==> src/rtl/spi_slave.sv <==
// SPI mode-0 slave (CPOL=0, CPHA=0, MSB first) oversampled on the system clock,
// with a single-entry transmit holding buffer and a one-cycle receive strobe.
module spi_slave #(
    parameter int                DATA_W      = 8,
    parameter int                SYNC_STAGES = 2,
    parameter logic [DATA_W-1:0] IDLE_BYTE   = 8'hFF
) (
    input  logic              sclk,
    input  logic              rst_n,
    input  logic              SPI_SCLK,
    input  logic              SPI_CSN,
    input  logic              SPI_MOSI,
    output logic              SPI_MISO,
    output logic              miso_oe,
    input  logic [DATA_W-1:0] tx_wr_data,
    input  logic              tx_valid,
    output logic              tx_ready,
    output logic [DATA_W-1:0] rx_rd_data,
    output logic              rx_valid,
    output logic              tx_underrun,
    output logic              busy
);

    localparam int CNT_W = (DATA_W > 1) ? $clog2(DATA_W) : 1;
    localparam logic [CNT_W-1:0] LAST_BIT = CNT_W'(DATA_W - 1);

    typedef enum logic {IDLE, ACTIVE} state_t;

    logic [SYNC_STAGES-1:0] r_sclkSync;
    logic [SYNC_STAGES-1:0] r_csnSync;
    logic [SYNC_STAGES-1:0] r_mosiSync;
    logic                   r_sclkPrev;
    logic                   r_csnPrev;

    state_t            r_state;
    logic [CNT_W-1:0]  r_bitCnt;
    logic [DATA_W-1:0] r_txShift;
    logic [DATA_W-1:0] r_rxShift;
    logic [DATA_W-1:0] r_rxData;
    logic [DATA_W-1:0] r_buf;
    logic              r_bufFull;
    logic              r_rxDone;
    logic              r_rxValid;
    logic              r_txUnderrun;
    logic              r_miso;
    logic              r_misoOe;
    logic              r_busy;

    logic              w_sclk;
    logic              w_csn;
    logic              w_mosi;
    logic              w_sclkRise;
    logic              w_sclkFall;
    logic              w_csnFall;
    logic              w_csnRise;
    logic              w_load;
    logic              w_write;
    logic [DATA_W-1:0] w_loadByte;

    // Synchronizers reset to the bus idle levels so reset release never looks like an edge.
    always_ff @(posedge sclk or negedge rst_n) begin
        if (!rst_n) begin
            r_sclkSync <= '0;
            r_csnSync  <= '1;
            r_mosiSync <= '0;
            r_sclkPrev <= 1'b0;
            r_csnPrev  <= 1'b1;
        end else begin
            r_sclkSync <= {r_sclkSync[SYNC_STAGES-2:0], SPI_SCLK};
            r_csnSync  <= {r_csnSync[SYNC_STAGES-2:0], SPI_CSN};
            r_mosiSync <= {r_mosiSync[SYNC_STAGES-2:0], SPI_MOSI};
            r_sclkPrev <= w_sclk;
            r_csnPrev  <= w_csn;
        end
    end

    assign w_sclk     = r_sclkSync[SYNC_STAGES-1];
    assign w_csn      = r_csnSync[SYNC_STAGES-1];
    assign w_mosi     = r_mosiSync[SYNC_STAGES-1];
    assign w_sclkRise = w_sclk & ~r_sclkPrev;
    assign w_sclkFall = ~w_sclk & r_sclkPrev;
    assign w_csnFall  = ~w_csn & r_csnPrev;
    assign w_csnRise  = w_csn & ~r_csnPrev;

    // A load samples the buffer before any same-cycle write lands in it.
    assign w_load     = ((r_state == IDLE) && w_csnFall) ||
                        ((r_state == ACTIVE) && !w_csnRise && w_sclkFall && (r_bitCnt == '0));
    assign w_write    = tx_valid && !r_bufFull;
    assign w_loadByte = r_bufFull ? r_buf : IDLE_BYTE;

    always_ff @(posedge sclk or negedge rst_n) begin
        if (!rst_n) begin
            r_state      <= IDLE;
            r_bitCnt     <= '0;
            r_txShift    <= '0;
            r_rxShift    <= '0;
            r_rxData     <= '0;
            r_buf        <= '0;
            r_bufFull    <= 1'b0;
            r_rxDone     <= 1'b0;
            r_rxValid    <= 1'b0;
            r_txUnderrun <= 1'b0;
            r_miso       <= 1'b0;
            r_misoOe     <= 1'b0;
            r_busy       <= 1'b0;
        end else begin
            r_rxValid    <= 1'b0;
            r_txUnderrun <= 1'b0;
            r_rxDone     <= 1'b0;

            if (r_rxDone) begin
                r_rxData  <= r_rxShift;
                r_rxValid <= 1'b1;
            end

            if (w_load) begin
                r_txShift    <= w_loadByte;
                r_miso       <= w_loadByte[DATA_W-1];
                r_txUnderrun <= !r_bufFull;
                if (r_bufFull) begin
                    r_bufFull <= 1'b0;
                end
            end

            if (w_write) begin
                r_buf     <= tx_wr_data;
                r_bufFull <= 1'b1;
            end

            case (r_state)
                IDLE: begin
                    if (w_csnFall) begin
                        r_state  <= ACTIVE;
                        r_bitCnt <= '0;
                        r_misoOe <= 1'b1;
                        r_busy   <= 1'b1;
                    end
                end
                ACTIVE: begin
                    // Deselect wins over any SCLK strobe; a partial byte is simply dropped.
                    if (w_csnRise) begin
                        r_state  <= IDLE;
                        r_bitCnt <= '0;
                        r_misoOe <= 1'b0;
                        r_miso   <= 1'b0;
                        r_busy   <= 1'b0;
                    end else begin
                        if (w_sclkRise) begin
                            r_rxShift <= {r_rxShift[DATA_W-2:0], w_mosi};
                            if (r_bitCnt == LAST_BIT) begin
                                r_bitCnt <= '0;
                                r_rxDone <= 1'b1;
                            end else begin
                                r_bitCnt <= r_bitCnt + CNT_W'(1);
                            end
                        end
                        if (w_sclkFall && (r_bitCnt != '0)) begin
                            r_txShift <= {r_txShift[DATA_W-2:0], 1'b0};
                            r_miso    <= r_txShift[DATA_W-2];
                        end
                    end
                end
                default: r_state <= IDLE;
            endcase
        end
    end

    assign SPI_MISO    = r_miso;
    assign miso_oe     = r_misoOe;
    assign tx_ready    = !r_bufFull;
    assign rx_rd_data  = r_rxData;
    assign rx_valid    = r_rxValid;
    assign tx_underrun = r_txUnderrun;
    assign busy        = r_busy;

endmodule

==> config.mk <==
export PLATFORM = sky130hd
export DESIGN_NAME = spi_slave
export DESIGN_NICKNAME = d
export VERILOG_FILES = /design/src/rtl/spi_slave.sv
export SDC_FILE = /design/constraint.sdc
export NUM_CORES = 1
export LEC_CHECK = 0
export CORE_MARGIN = 5
export CORE_UTILIZATION = 37
export CTS_CLUSTER_SIZE = 30
export DETAILED_ROUTE_END_ITERATION = 8
export HOLD_SLACK_MARGIN = 0.15
export SETUP_SLACK_MARGIN = 0.5
export SYNTH_ARGS = -nofsm -noshare
export SYNTH_HDL_FRONTEND = slang
export SYNTH_SLANG_ARGS = --single-unit
==> constraint.sdc <==
create_clock -name sclk -period 1.9 [get_ports sclk]
set_input_delay 0.38 -clock sclk [delete_from_list [all_inputs] [get_ports sclk]]
set_output_delay 0.38 -clock sclk [all_outputs]
set_load 0.02 [all_outputs]
---- After elaboration in Yosys (flattened, before gate mapping) ----
Index checks and enable logic that the tools add are counted.
W data, S select, Z words.
word-level totals
  bits in registers ....................... 50
  input bits .............................. 14
operators by class
  add/subtract/negate cells ............... 1
  equality and inequality tests ........... 4
  multiplexer cells ....................... 28
  bitwise gates (word level) .............. 10
  reduce and logical (&&, ||, !) cells .... 15
operators with widths
  kind                   count
  $mux W8                5
  $mux W1                16
  $mux W3                4
  $logic_and A1 B1 Y1    6
  $not A1 Y1             6
  $pmux W3 S2            1
  $and A1 B1 Y1          4
  $pmux W1 S2            2
  $reduce_and A2 Y1      2
  $add A3 B1 Y3 const B  1
  $eq A3 B3 Y1 const B   1
  $logic_not A3 Y1       1
  $ne A3 B1 Y1 const B   1
  $reduce_and A3 Y1      1
  $reduce_bool A3 Y1     1
  $logic_not A1 Y1       2
  $ne A2 B1 Y1 const B   1
  $ne A2 B2 Y1 const B   1
  $reduce_bool A2 Y1     1
  $logic_or A1 B1 Y1     1

---- Longest topological paths before layout ----
  depth after elaboration ................. 11
  gate-level depth with buffers ........... 7

---- Worst setup path before layout ----
OpenSTA, ideal clock, no wires.
  path type ............................... reg2reg
  start point ............................. register r_csnPrev
  end point ............................... register r_txShift[1]
  setup time .............................. 0.126 ns
  data arrival time ....................... 1.366 ns
  data required time ...................... 1.774 ns
  slack ................................... 0.408 ns
  stages on the path, launching flop included .. 6
  clock period less this slack ............ 1.492 ns
  cells stage by stage .................... dfstp_2 > nand2b_4 > nand3_4 > nor2b_2 > buf_6 > a221o_1
between the ends
  word-level cells in the longest chain between the ends .. 11
  elaborated cells on any way between the ends .. 13
  classes of those cells .................. mux: 4; bitwise: 3; reduce/logical: 6
RTL lines
  element                           line  source
  start, declared                   33    logic r_csnPrev;
  start signal, assigned            73    r_csnPrev <= w_csn;
  $not A1 Y1                        83    assign w_csnRise = w_csn & ~r_csnPrev;
  $and A1 B1 Y1                     83
  $logic_not A1 Y1                  87    ((r_state == ACTIVE) && !w_csnRise && w_sclkFall && (r_bitCnt == '0));
  $logic_and A1 B1 Y1 (3 in a row)  87
  $logic_or A1 B1 Y1                86    assign w_load = ((r_state == IDLE) && w_csnFall) ||
  $mux W8                           116   if (w_load) begin
  $mux W8                           157   if (w_sclkFall && (r_bitCnt != '0)) begin
  $mux W8                           141   if (w_csnRise) begin
  $mux W8 *                         130   case (r_state)
  end signal, assigned              117   r_txShift <= w_loadByte;
  end signal, assigned              158   r_txShift <= {r_txShift[DATA_W-2:0], 1'b0};
  end, declared                     37    logic [DATA_W-1:0] r_txShift;
Mark *: on every way between the ends. The rest lies on a longest branch, timed or not.
A chain may end at the register's enable or synchronous reset.

---- Final worst setup path ----
  start point ............................. register r_bitCnt[0]
  end point ............................... register r_miso, in the netlist SPI_MISO
between the ends
  word-level cells in the longest chain between the ends .. 7
  elaborated cells on any way between the ends .. 9
  classes of those cells .................. mux: 4; reduce/logical: 5
RTL lines
  element                 line  source
  start, declared         36    logic [CNT_W-1:0] r_bitCnt;
  start signal, assigned  154   r_bitCnt <= r_bitCnt + CNT_W'(1);
  $logic_not A3 Y1        87
  $logic_and A1 B1 Y1     87
  $logic_or A1 B1 Y1      86
  $mux W1                 116
  $mux W1                 157
  $mux W1                 141
  $mux W1 *               130
  end signal, assigned    118   r_miso <= w_loadByte[DATA_W-1];
  end signal, assigned    159   r_miso <= r_txShift[DATA_W-2];
  end, declared           45    logic r_miso;
Marks and branches as above.

==> flow_summary_export.csv <==
group,metric,value,unit
outcome,outcome,"finished, final reports clean",
global_route,grt_pass1_wl,6.568,mm
synth,synth.avg_cell_area,13.56,um2
sta,final-max-slew-violation-count,0,
setup_path,criticalPathCategory,"flop to flop",
global_route,grt_usage,0.1145,
cells_and_area,area_growth_syn_to_layout,31.34,%
clock_tree,numClockSinks,49,
clock_tree,numCtsBuffers,5,
routing,detail_route.wl_per_cell,14.05,um
setup_path,critical_path_required,2080,ps
floorplan,fp-row-count,27,
worst_hold_path,holdCritPathClass,"flop to flop",
floorplan,dieArea,7123,um2
setup_path,category_of_the_worst_setup_path_capture_point,"flop",
synth,synth_seq_area_share,0.6005,
cells_and_area,design.final.nets,216,
routing,drcViolationCount,0,
synth,synth_seq_cells,49,
synth,yosysUniqueCellTypes,36,
placed_design,place_congestion,0.7816,
sta,fin_setup_tns,0,ps
synth,netlist_top_cells_area,"dfrtp_1 (56%), mux2_2 (13%), dfstp_2 (3.8%)",
cells_and_area,n_antenna_cell,0,
routing,sum_of_routed_wire_length_over_all_layers,3.821,mm
floorplan,floorplan_core_area,5439,um2
sta,clock.fmax,674.1,MHz
floorplan,die_width,84.40,um
sta,timing.final.crit_period,1483,ps
synth,mappedNetlistArea,2048,um2
clock_tree,cts_buffer_depth,2,
synth,synth_top_area_cell,"dfrtp_1",
cells_and_area,final_cell_count_without_fillers,272,
routing,detailroute.via_count,1344,
synth,synth.top_cell.area_share,0.5620,
power,power_per_cell_area,1152,nW/um2
clock_tree,cts_tree,"done",
placed_design,area_post_placement,2406,um2
setup_path,cp_max_fo,4,
global_route,largest_net_degree_at_the_start_of_global_routing,24,
sta,fin_worst_skew,4.058,ps
sta,rsz0062_at_grt,"yes",
placed_design,place.detailed.instances,247,
cells_and_area,stdcell_area,2690,um2
synth,synth_fp_nets,168,
sta,worst_pin_slew,501.8,ps
power,vdd_drop_max,506.1,uV
routing,ant_nets,0,
routing,detailedRoute.firstPassIterationCount,4,
clock_tree,clk_root_buffer_cell,"clkbuf_8",
setup_path,r2r_setup_slack,420,ps
global_route,antenna_found_initial,0,
synth,synth_warnings,0,
floorplan,die_h,84.40,um
job,max_cap_violations,0,
synth,number_of_cells_produced_by_synthesis,151,
sta,slew_headroom,0.6655,
sta,holdWs,355.9,ps
placed_design,post_dp_hpwl,2.667,mm
sta,timing_hold_violations_final,0,
floorplan,floorplan.initialDensity,0.3766,
placed_design,numPortBuffers,27,
sta,timing.final.crit_share,0.7808,
setup_path,critPathArrivalTime,1660,ps
cells_and_area,layout-drive-gt1-share,0.4100,
synth,ys_dominant_reg_cell,"dfrtp_1",
power,total_power,3.099,mW
clock_tree,clock_latency_of_the_later_clocked_register_in_the_worst_skew_pair,300,ps
global_route,globalRoute.totalOverflow,0,
power,power_leakage,1.255,nW
synth,most_frequently_used_cell_type_in_the_post_synthesis_netlist,"dfrtp_1",
setup_path,crit_path_start_kind,"flop",
routing,detail_route.iter0.violations,91,
sta,setup_viol_count_final,0,
routing,avgViaCountPerCell,4.941,
clock_tree,clk_pin_slew,90,ps
floorplan,floorplan.io_pins,28,
synth,asyncSetResetFlopFracSynth,1.000,
clock_tree,cts-htree-levels,2,
global_route,grt_pass1_vias,1364,
synth,synth.cells.most_frequent,"dfrtp_1 (46), mux2_2 (23), nand2_1 (13), nand2b_1 (11), a221o_1 (6)",
synth,synth_enable_flop_cells,0,
cells_and_area,fillerInstances,471,
path summary, 6_finish.rpt:
path | end | from | cells after the start
max | SPI_MISO | r_bitCnt[0] | 6
min | r_sclkSync[1] | r_sclkSync[0] | 0
max reg2reg | SPI_MISO | r_bitCnt[0] | 6
min reg2reg | r_sclkSync[1] | r_sclkSync[0] | 0
max in group asynchronous | r_state | rst_n | 3
min in group asynchronous | r_sclkSync[0] | rst_n | 2
logic make-up (layout without fill, tap and decap cells):
kind of cell,after synthesis,after routing,synth area share
buf+inv,10,59,0.02871
simple gates,41,41,0.1252
mux,28,28,0.1527
compound gates,20,20,0.07452
flops,49,49,0.6005
fa+ha+maj,3,3,0.01833
flip-flops by register name, summed over array words and instances (netlist names), 2 cells and up:
register,count
r_buf,8
r_rxShift,8
rx_rd_data,8
r_txShift,7
r_bitCnt,3
r_csnSync,2
r_mosiSync,2
r_sclkSync,2
metal layers:
metal	vias to the layer above	GRT usage	share of wire
li1	619	-	-
met1	683	0.1326	0.43
met2	34	0.1951	0.50
met3	8	0.03631	0.053
met4	0	0.04892	0.019
met5	-	0	0
placed cells by master (no fill, tap or decap), types with 3 or more instances in the layout:
cell type        Yosys  layout
nor2_1               3       3
nand2_1             13      11
inv_1                3       3
dfstp_2              3       3
a21oi_1              5       4
a221o_1              6       6
dfrtp_1             46      45
clkdlybuf4s15_1      0       8
clkdlybuf4s50_1      0      12
nand2b_1            11       9
buf_4                1      18
clkbuf_8             0       5
mux2_4               0       9
mux2_2              23      17
per-stage QoR:
stage | utilization | setup slack (ps)
finish | 0.4946 | 416.5
global route | 0.4946 | 369.5
CTS | 0.4824 | 369.5
detailed placement | 0.4424 | 296.0
global placement | 0.4424 | 320.2
floorplan | - | 475.4
critical path, stage by stage, from the launching register on:
cell and delay (ps):
dfrtp_1 390, inv_1 60, ha_2 180, and2b_2 200, mux2_4 310, mux2i_1 130, o22ai_1 80
final cells by class:
class                      count  area, um2  area share
inverter                       3      11.26    0.004186
timing repair buffer          48      431.7      0.1605
clock buffer                   5      68.82     0.02558
clock inverter                 3      17.52    0.006512
multi-input combinational     92      839.6      0.3121
tap                           72      90.09     0.03349
sequential                    49       1231      0.4577
power by group:
part / switching (mW) / internal [mW] / leakage, nW
registers: 0.184 / 1.33 / 0.609
logic: 0.428 / 0.567 / 0.602
clock network: 0.338 / 0.254 / 0.0439
timing repair:
action	in CTS	in global routing
gates resized for setup	31	17
setup endpoints to repair	30	28
endpoints found under the hold margin	18	0
setup buffers	12	4
hold buffers	1	0
pin swaps	3	3
Note: power is estimated with default switching activity, not from simulation.
